File: src/rtl/zxn_reset_seq.sv
// zxn_reset_seq: orders hard/mount/soft resets and clears memory during hard reset
module zxn_reset_seq #(
    parameter int         AW       = 21,
    parameter logic [7:0] CLR_VAL  = 8'hFF,
    parameter int         HOLD_CYC = 1024,
    parameter int         POST_CYC = 16,
    parameter int         SOFT_CYC = 64,
    parameter bit         CLR_EN   = 1'b1
) (
    input  logic          clk_sys,
    input  logic          reset_n,
    input  logic          req_hard,
    input  logic          req_mount,
    input  logic          mount_rst_en,
    input  logic          req_soft,
    input  logic          clr_ack,
    output logic          hard_reset,
    output logic          soft_reset,
    output logic          clr_we,
    output logic [AW-1:0] clr_addr,
    output logic [7:0]    clr_data,
    output logic          busy
);
    localparam int HP = HOLD_CYC > POST_CYC ? HOLD_CYC : POST_CYC;
    localparam int MX = HP > SOFT_CYC ? HP : SOFT_CYC;
    localparam int CW = MX > 1 ? $clog2(MX) : 1;

    typedef enum logic [2:0] {IDLE, HOLD, CLEAR, POST, SOFT} state_t;

    state_t        state_q, state_d;
    logic [CW-1:0] cnt_q, cnt_d;
    logic [AW-1:0] addr_q, addr_d;
    logic          hard_in_q, mount_in_q, soft_in_q;
    logic          hard_evt_q, soft_evt_q;
    logic          hard_reset_q, soft_reset_q, clr_we_q, busy_q;

    // Sample each request once and register its rising edge as a one-cycle event
    always_ff @(posedge clk_sys or negedge reset_n) begin
        if (!reset_n) begin
            hard_in_q  <= 1'b0;
            mount_in_q <= 1'b0;
            soft_in_q  <= 1'b0;
            hard_evt_q <= 1'b0;
            soft_evt_q <= 1'b0;
        end else begin
            hard_in_q  <= req_hard;
            mount_in_q <= req_mount;
            soft_in_q  <= req_soft;
            hard_evt_q <= (req_hard & ~hard_in_q) | (req_mount & ~mount_in_q & mount_rst_en);
            soft_evt_q <= req_soft & ~soft_in_q;
        end
    end

    // Next-state logic: a hard event restarts from HOLD in any state
    always_comb begin
        state_d = state_q;
        cnt_d   = cnt_q + 1'b1;
        addr_d  = addr_q;
        if (hard_evt_q) begin
            state_d = HOLD;
            cnt_d   = '0;
            addr_d  = '0;
        end else begin
            case (state_q)
                IDLE: begin
                    cnt_d = '0;
                    if (soft_evt_q) state_d = SOFT;
                end
                HOLD: if (cnt_q == CW'(HOLD_CYC - 1)) begin
                    state_d = CLR_EN ? CLEAR : POST;
                    cnt_d   = '0;
                end
                CLEAR: begin
                    cnt_d = '0;
                    if (clr_ack) begin
                        if (&addr_q) state_d = POST;
                        else addr_d = addr_q + 1'b1;
                    end
                end
                POST: if (cnt_q == CW'(POST_CYC - 1)) begin
                    state_d = IDLE;
                    cnt_d   = '0;
                end
                SOFT: if (cnt_q == CW'(SOFT_CYC - 1)) begin
                    state_d = IDLE;
                    cnt_d   = '0;
                end
                default: begin
                    state_d = IDLE;
                    cnt_d   = '0;
                end
            endcase
        end
    end

    // State, counters and registered outputs decoded from the next state
    always_ff @(posedge clk_sys or negedge reset_n) begin
        if (!reset_n) begin
            state_q      <= HOLD;
            cnt_q        <= '0;
            addr_q       <= '0;
            hard_reset_q <= 1'b1;
            soft_reset_q <= 1'b0;
            clr_we_q     <= 1'b0;
            busy_q       <= 1'b1;
        end else begin
            state_q      <= state_d;
            cnt_q        <= cnt_d;
            addr_q       <= addr_d;
            hard_reset_q <= state_d inside {HOLD, CLEAR, POST};
            soft_reset_q <= state_d == SOFT;
            clr_we_q     <= state_d == CLEAR;
            busy_q       <= state_d != IDLE;
        end
    end

    assign hard_reset = hard_reset_q;
    assign soft_reset = soft_reset_q;
    assign clr_we     = clr_we_q;
    assign clr_addr   = addr_q;
    assign clr_data   = CLR_VAL;
    assign busy       = busy_q;
endmodule

File: config.mk
export PLATFORM = sky130hd
export DESIGN_NAME = zxn_reset_seq
export DESIGN_NICKNAME = d
export VERILOG_FILES = /design/src/rtl/zxn_reset_seq.sv
export SDC_FILE = /design/constraint.sdc
export NUM_CORES = 1
export LEC_CHECK = 0
export ABC_AREA = 1
export CORE_MARGIN = 8
export CORE_UTILIZATION = 25
export CTS_BUF_LIST = sky130_fd_sc_hd__clkbuf_8 sky130_fd_sc_hd__clkbuf_16
export CTS_CLUSTER_DIAMETER = 100
export DETAILED_ROUTE_END_ITERATION = 10
export DONT_BUFFER_PORTS = 1
export PLACE_DENSITY = 0.41
export SLEW_MARGIN = 20
export SYNTH_ARGS = -nofsm -noshare
export SYNTH_HDL_FRONTEND = slang
export SYNTH_SLANG_ARGS = --single-unit
File: constraint.sdc
create_clock -name clk_sys -period 3.4 [get_ports clk_sys]
set_input_delay 0.51 -clock clk_sys [delete_from_list [all_inputs] [get_ports clk_sys]]
set_output_delay 0.51 -clock clk_sys [all_outputs]
set_load 0.02 [all_outputs]
## After elaboration in Yosys (flattened, before gate mapping)

Index checks and enable logic that the tools add are counted.

- Bitwise operators: 8
- Equal/unequal tests: 12
- Reductions and logical operators: 7
- Multiplexer cells: 17
- $add $sub $neg: 2

Operators with widths:

| kind | number |
|---|---|
| 21-bit 2-to-1 mux | 4 |
| 10-bit 2-to-1 mux | 4 |
| 10-bit one-hot mux with 3 select lines | 1 |
| 21-bit by 1-bit adder with 21-bit output, second input constant | 1 |
| 3-bit 2-to-1 mux | 7 |
| 21-bit AND reduction | 1 |
| 3-bit one-hot mux with 5 select lines | 1 |
| 3-bit by 2-bit == test with 1-bit output, second input constant | 4 |
| 10-bit by 1-bit adder with 10-bit output, second input constant | 1 |
| 10-bit == test, second input constant | 1 |
| 10-bit by 4-bit == test with 1-bit output, second input constant | 1 |
| 10-bit by 6-bit == test with 1-bit output, second input constant | 1 |
| 3-bit by 1-bit == test with 1-bit output, second input constant | 2 |
| 3-bit == test, second input constant | 2 |
| 3-bit nonzero test | 2 |
| 1-bit AND | 4 |
| 2-bit nonzero test | 2 |
| 3-bit logical NOT | 1 |
| 1-bit NOT | 3 |
| 3-bit AND reduction | 1 |
| 2-bit != test, second input constant | 1 |
| 1-bit OR | 1 |

- Logic and storage cells: 58
- Flip-flop bits (word level): 43

## Logic depth before layout (Yosys ltp)

- Depth in word-level cells: 7
- Depth in mapped cells: 13
- Gate-level depth less buffers: 11

## Worst setup path after synthesis

Ideal clock, no wire load.

- Path type: reg2reg
- From: register addr_q[0], in the netlist clr_addr[0]
- To: register addr_q[3], in the netlist clr_addr[3]
- Slack: 1.439 ns
- Setup time: 0.121 ns
- Cell stages (with the launch flop): 13
- Data arrival time: 1.840 ns
- Required time: 3.279 ns
- Cells stage by stage: dfrtp_1 > ha_1 > nand2_2 > nor2_4 > nand2_2 > nor2_4 > nand3_2 > nand2_4 > nand2_4 > clkinv_4 > buf_8 > buf_12 > o21ai_1

- Cells in the longest elaborated chain, start to end: 5
- Elaborated cells on any way between the ends: 8

Ends and longest elaborated chain:

| what | line | source |
|---|---|---|
| from (decl) | 32 | `logic [AW-1:0] addr_q, addr_d;` |
| from (signal assigned) | 109 | `addr_q <= addr_d;` |
| 21-bit by 1-bit adder with 21-bit output | 77 | `else addr_d = addr_q + 1'b1;` |
| 21-bit 2-to-1 mux | 76 | `if (&addr_q) state_d = POST;` |
| 21-bit 2-to-1 mux | 75 | `if (clr_ack) begin` |
| 21-bit 2-to-1 mux | 64 | `case (state_q)` |
| 21-bit 2-to-1 mux | 59 | `if (hard_evt_q) begin` |

Parallel ways exist; a longest one is shown, timed or not. The select of a mux whose other input is x is not followed.
A chain may end at the register's enable or synchronous reset.

## Worst setup path after layout

- From: register addr_q[0], in the netlist clr_addr[0]
- To: register addr_q[20], in the netlist clr_addr[20]

Same word-level chain as after synthesis.

==> flow_summary.html <==
<table>
<tr><th>Metric</th><th>Value</th></tr>
<tr><th colspan="2">Run status</th></tr>
<tr><td>Status</td><td>finished, final reports clean</td></tr>
<tr><th colspan="2">Synth</th></tr>
<tr><td>Synthesized instance count</td><td>329</td></tr>
<tr><td>Main flop type after synthesis</td><td>dfrtp_1</td></tr>
<tr><td>Async set-reset flop share out of synthesis</td><td>100.0%</td></tr>
<tr><td>FF+latch count, synth</td><td>43</td></tr>
<tr><td>EDFF count, synth</td><td>0</td></tr>
<tr><td>Post-synthesis instance area</td><td>2459 sq um</td></tr>
<tr><td>Count of distinct cell types in the synthesized netlist</td><td>32</td></tr>
<tr><td>Register area share after synthesis</td><td>43.92%</td></tr>
<tr><td>Mean cell area of the mapped netlist</td><td>7.473 sq um</td></tr>
<tr><td>Number of warnings reported in the yosys synthesis log</td><td>0</td></tr>
<tr><th colspan="2">Drt</th></tr>
<tr><td>Total wirelength of the detailed-routed design</td><td>6012 um</td></tr>
<tr><td>Via count</td><td>1,974</td></tr>
<tr><td>Wire length per cell</td><td>12.93 um</td></tr>
<tr><td>Via-to-Cell Ratio</td><td>4.245</td></tr>
<tr><td>Detail Route Antenna Nets</td><td>0</td></tr>
<tr><td>First-iteration detailed-routing DRC count</td><td>66</td></tr>
<tr><td>Detailed-routing iteration count for the pre-antenna-repair pass</td><td>4</td></tr>
<tr><td>DRC errors left</td><td>0</td></tr>
<tr><th colspan="2">Setup path</th></tr>
<tr><td>Path type of the worst setup path</td><td>flip-flop to flip-flop</td></tr>
<tr><td>Worst EP arrival</td><td>2420 ps</td></tr>
<tr><td>Critical path endpoint category</td><td>flip-flop</td></tr>
<tr><td>Kind of start point of the critical path</td><td>flip-flop</td></tr>
<tr><td>Required time reported for the critical path endpoint</td><td>3630 ps</td></tr>
<tr><td>Register-to-register setup slack</td><td>1210 ps</td></tr>
<tr><td>Worst reg2reg endpoint</td><td>clr_addr[20]</td></tr>
<tr><td>Cell at the slowest stage of the critical path</td><td>dfrtp_1</td></tr>
<tr><td>Largest stage delay on the critical path</td><td>640 ps</td></tr>
<tr><td>Count of cells along the worst register-to-register path</td><td>11</td></tr>
<tr><td>Launch point of the worst reg-to-reg path</td><td>clr_addr[0]</td></tr>
<tr><td>Sequence of cells on the critical path</td><td>ha_1, nand2_2, nor2_4, nand2_2, nor2_4, nand3_2, nand2_4, nand2_4, clkinv_4, nand2_1, o21ai_1</td></tr>
<tr><td>Largest fanout on the critical path</td><td>29</td></tr>
<tr><th colspan="2">Job</th></tr>
<tr><td>Max-capacitance violation count</td><td>0</td></tr>
<tr><th colspan="2">Power and ir drop</th></tr>
<tr><td>Combinational cell fraction of total power</td><td>6.4%</td></tr>
<tr><td>Switching power summed over all nets</td><td>0.2610 mW</td></tr>
<tr><td>Cell-internal power</td><td>0.7068 mW</td></tr>
<tr><td>Leakage Power</td><td>1.183 nW</td></tr>
<tr><td>Sw Ratio</td><td>26.97%</td></tr>
<tr><td>Power density over the cells</td><td>363.8 nW/um^2</td></tr>
<tr><td>Flop pwr share</td><td>55.6%</td></tr>
<tr><td>Max rail drop VDD</td><td>0.0001664 V</td></tr>
<tr><td>Clock share of power</td><td>37.9%</td></tr>
<tr><th colspan="2">Clock network</th></tr>
<tr><td>Worst-skew pair later-pin latency</td><td>300 ps</td></tr>
<tr><td>Clock Root Buffer</td><td>clkbuf_8</td></tr>
<tr><td>Post_cts resized</td><td>0</td></tr>
<tr><td>Total number of clock tree sinks</td><td>43</td></tr>
<tr><td>Post-CTS clock slew at the launch and capture registers of the worst setup and hold paths</td><td>90 ps</td></tr>
<tr><td>Clock H-tree levels</td><td>2</td></tr>
<tr><td>Buffers inserted during post-CTS setup optimization</td><td>0</td></tr>
<tr><td>Number of buffers on the longest clock path</td><td>2</td></tr>
<tr><td>Clock tree from TritonCTS</td><td>done</td></tr>
<tr><td>TritonCTS buffer count</td><td>5</td></tr>
<tr><th colspan="2">Die</th></tr>
<tr><td>Effective utilization at floorplan</td><td>25.51%</td></tr>
<tr><td>Top Ports</td><td>40</td></tr>
<tr><td>Die Outline Area</td><td>13,260 sq um</td></tr>
<tr><td>Total number of placement rows</td><td>36</td></tr>
<tr><td>Core area</td><td>9639 sq um</td></tr>
<tr><td>Die W</td><td>115.2 um</td></tr>
<tr><td>Die boundary height</td><td>115.2 um</td></tr>
<tr><th colspan="2">Placement</th></tr>
<tr><td>Setup slack after placement</td><td>1206 ps</td></tr>
<tr><td>Port Buf Inserts</td><td>0</td></tr>
<tr><td>Half-perimeter wire length of the detailed placement result</td><td>4532 um</td></tr>
<tr><td>Placed cell areas</td><td>2541 sq um</td></tr>
<tr><td>Final GP Congestion</td><td>0.7981</td></tr>
<tr><th colspan="2">STA</th></tr>
<tr><td>Remaining max-slew budget at the tightest pin</td><td>67.01%</td></tr>
<tr><td>Hold Fails Final Rpt</td><td>0</td></tr>
<tr><td>Actual slew at the worst max-slew pin</td><td>491.1 ps</td></tr>
<tr><td>Fin crit period</td><td>2190 ps</td></tr>
<tr><td>Worst hold slack</td><td>36.46 ps</td></tr>
<tr><td>Min setup slack post-route</td><td>1210 ps</td></tr>
<tr><td>Accumulated negative setup slack</td><td>0 ps</td></tr>
<tr><td>Highest achievable clock rate</td><td>456.5 MHz</td></tr>
<tr><td>RSZ-0062 raised after global routing</td><td>no</td></tr>
<tr><td>Setup Viol. Count Final</td><td>0</td></tr>
<tr><td>Final number of max-transition violations</td><td>0</td></tr>
<tr><td>Largest clock skew in the final design</td><td>5.981 ps</td></tr>
<tr><td>Fin crit share</td><td>64.42%</td></tr>
<tr><th colspan="2">Layout</th></tr>
<tr><td>Total inserted antenna cells</td><td>0</td></tr>
<tr><td>Area of all placed cells without fillers</td><td>2660 sq um</td></tr>
<tr><td>Layout Area Growth over Synthesis</td><td>8.193%</td></tr>
<tr><td>Number of flip-flops in the largest register</td><td>21</td></tr>
<tr><td>Layout cells sized above 1</td><td>9.036%</td></tr>
<tr><td>Post-layout nets</td><td>340</td></tr>
<tr><th colspan="2">Global route</th></tr>
<tr><td>Overall global routing resource usage</td><td>9.700%</td></tr>
<tr><td>Global-route congestion overflow total</td><td>0</td></tr>
<tr><td>First-pass GRT wire length</td><td>10,120 um</td></tr>
<tr><td>Via count of the first global-routing pass</td><td>1,996</td></tr>
<tr><td>Pin count of the biggest net entering global routing</td><td>41</td></tr>
<tr><td>Antenna violations before repair</td><td>0</td></tr>
<tr><th colspan="2">Worst hold path</th></tr>
<tr><td>Path category of the worst min-delay check</td><td>primary input to asynchronous set/reset pin</td></tr>
</table>
## through the flow
stage | total power [mW] | cells | util (%)
final | 0.9677 | 465 | 27.60
after global routing | 1.017 | 465 | 27.60
after detailed placement | 0.6007 | 456 | 26.36
after global placement | 0.5988 | 456 | 26.36
after CTS | 0.9876 | 465 | 27.60
after floorplan | 0.6022 | 336 | -
## Yosys cell counts (all sizes together), types with 2 or more instances
library cell / n / area (sq um)
or2: 5 / 31.28
nand4: 4 / 25.02
dfrtp: 40 / 1001
nand2: 101 / 401.6
nor2: 57 / 234.0
nor3: 4 / 20.02
buf: 11 / 102.6
clkbuf: 2 / 7.510
dfstp: 3 / 78.83
xnor2: 2 / 17.52
xor2: 12 / 105.1
nand3: 32 / 165.2
inv: 31 / 116.4
o21ai: 15 / 75.07
ha: 2 / 25.02
## worst max-delay path, delay by kind of cell, from the launching register on
kind / cells / cell delay (ps)
AOI/OAI and AO/OA: 1 / 80
adders and majority gates: 1 / 350
buffers and inverters: 1 / 200
DFF: 1 / 640
and+or+nand+nor: 8 / 840
## layout by cell type, fill, tap and decap left out, types with 2 or more instances in the layout
cell	n
o21ai_1	10
dfstp_2	3
xor2_1	12
nor2_1	53
nand4_1	4
conb_1	8
or2_2	5
nand2_4	2
nand3_1	31
inv_1	29
o21ai_0	5
nand2_1	96
clkinv_4	2
nor2_2	2
xnor2_1	2
clkbuf_8	6
ha_1	2
inv_2	2
nand2_2	3
nor3_1	4
dfrtp_1	40
nor2_4	2
## layer usage
metal / vias up / global-route usage (%) / part of all wire [%]
li1: 1019 / - / -
met1: 902 / 11.61 / 45
met2: 45 / 16.13 / 46
met3: 8 / 3.466 / 7.5
met4: 0 / 2.452 / 1.2
met5: - / 0 / 0
## logic make-up after synthesis
family / count (synthesis) / synth area share (%)
other: 1 / 0.1525
adder cells (fa/ha/maj): 2 / 1.018
buffers and inverters: 45 / 9.567
XOR/XNOR: 14 / 4.987
flip-flops: 43 / 43.92
AO/OA/AOI/OAI: 19 / 4.122
AND/OR/NAND/NOR: 205 / 36.23
## power groups by stage
stage                     clock (mW)  sequential (mW)  combinational, mW
after detailed placement           0            0.548             0.0522
final                          0.367            0.538             0.0624
after global placement             0            0.548             0.0506
after floorplan                    0            0.543             0.0589
after CTS                      0.384            0.539             0.0651
after global routing           0.402            0.542             0.0731
## what timing repair did
item / 4_1_cts / 5_1_grt
setup endpoints to repair: 0 / 0
hold endpoints to repair: 40 / 0
hold buffers: 1 / 0
## area by class of cell
| type | count | area, sq um |
|---|---|---|
| Clock buffer | 6 | 82.58 |
| Clock inverter | 2 | 16.27 |
| Fill cell | 1101 | 6979 |
| Inverter | 32 | 125.1 |
| Multi-Input combinational cell | 248 | 1170 |
| Sequential cell | 43 | 1080 |
| Tap cell | 133 | 166.4 |
| Timing Repair Buffer | 1 | 20.02 |
## worst max-delay path by stage
stage | startpoint | to | slack (ps) | cells after the start
after floorplan | clr_addr[0] | clr_addr[3] | 1440 | 12
after global placement | clr_addr[0] | clr_addr[20] | 1230 | 11
after detailed placement | clr_addr[0] | clr_addr[20] | 1210 | 11
after CTS | clr_addr[0] | clr_addr[20] | 1170 | 11
after global routing | clr_addr[0] | clr_addr[2] | 940 | 11
final | clr_addr[0] | clr_addr[20] | 1210 | 11
(Power assumes the default switching activity.)
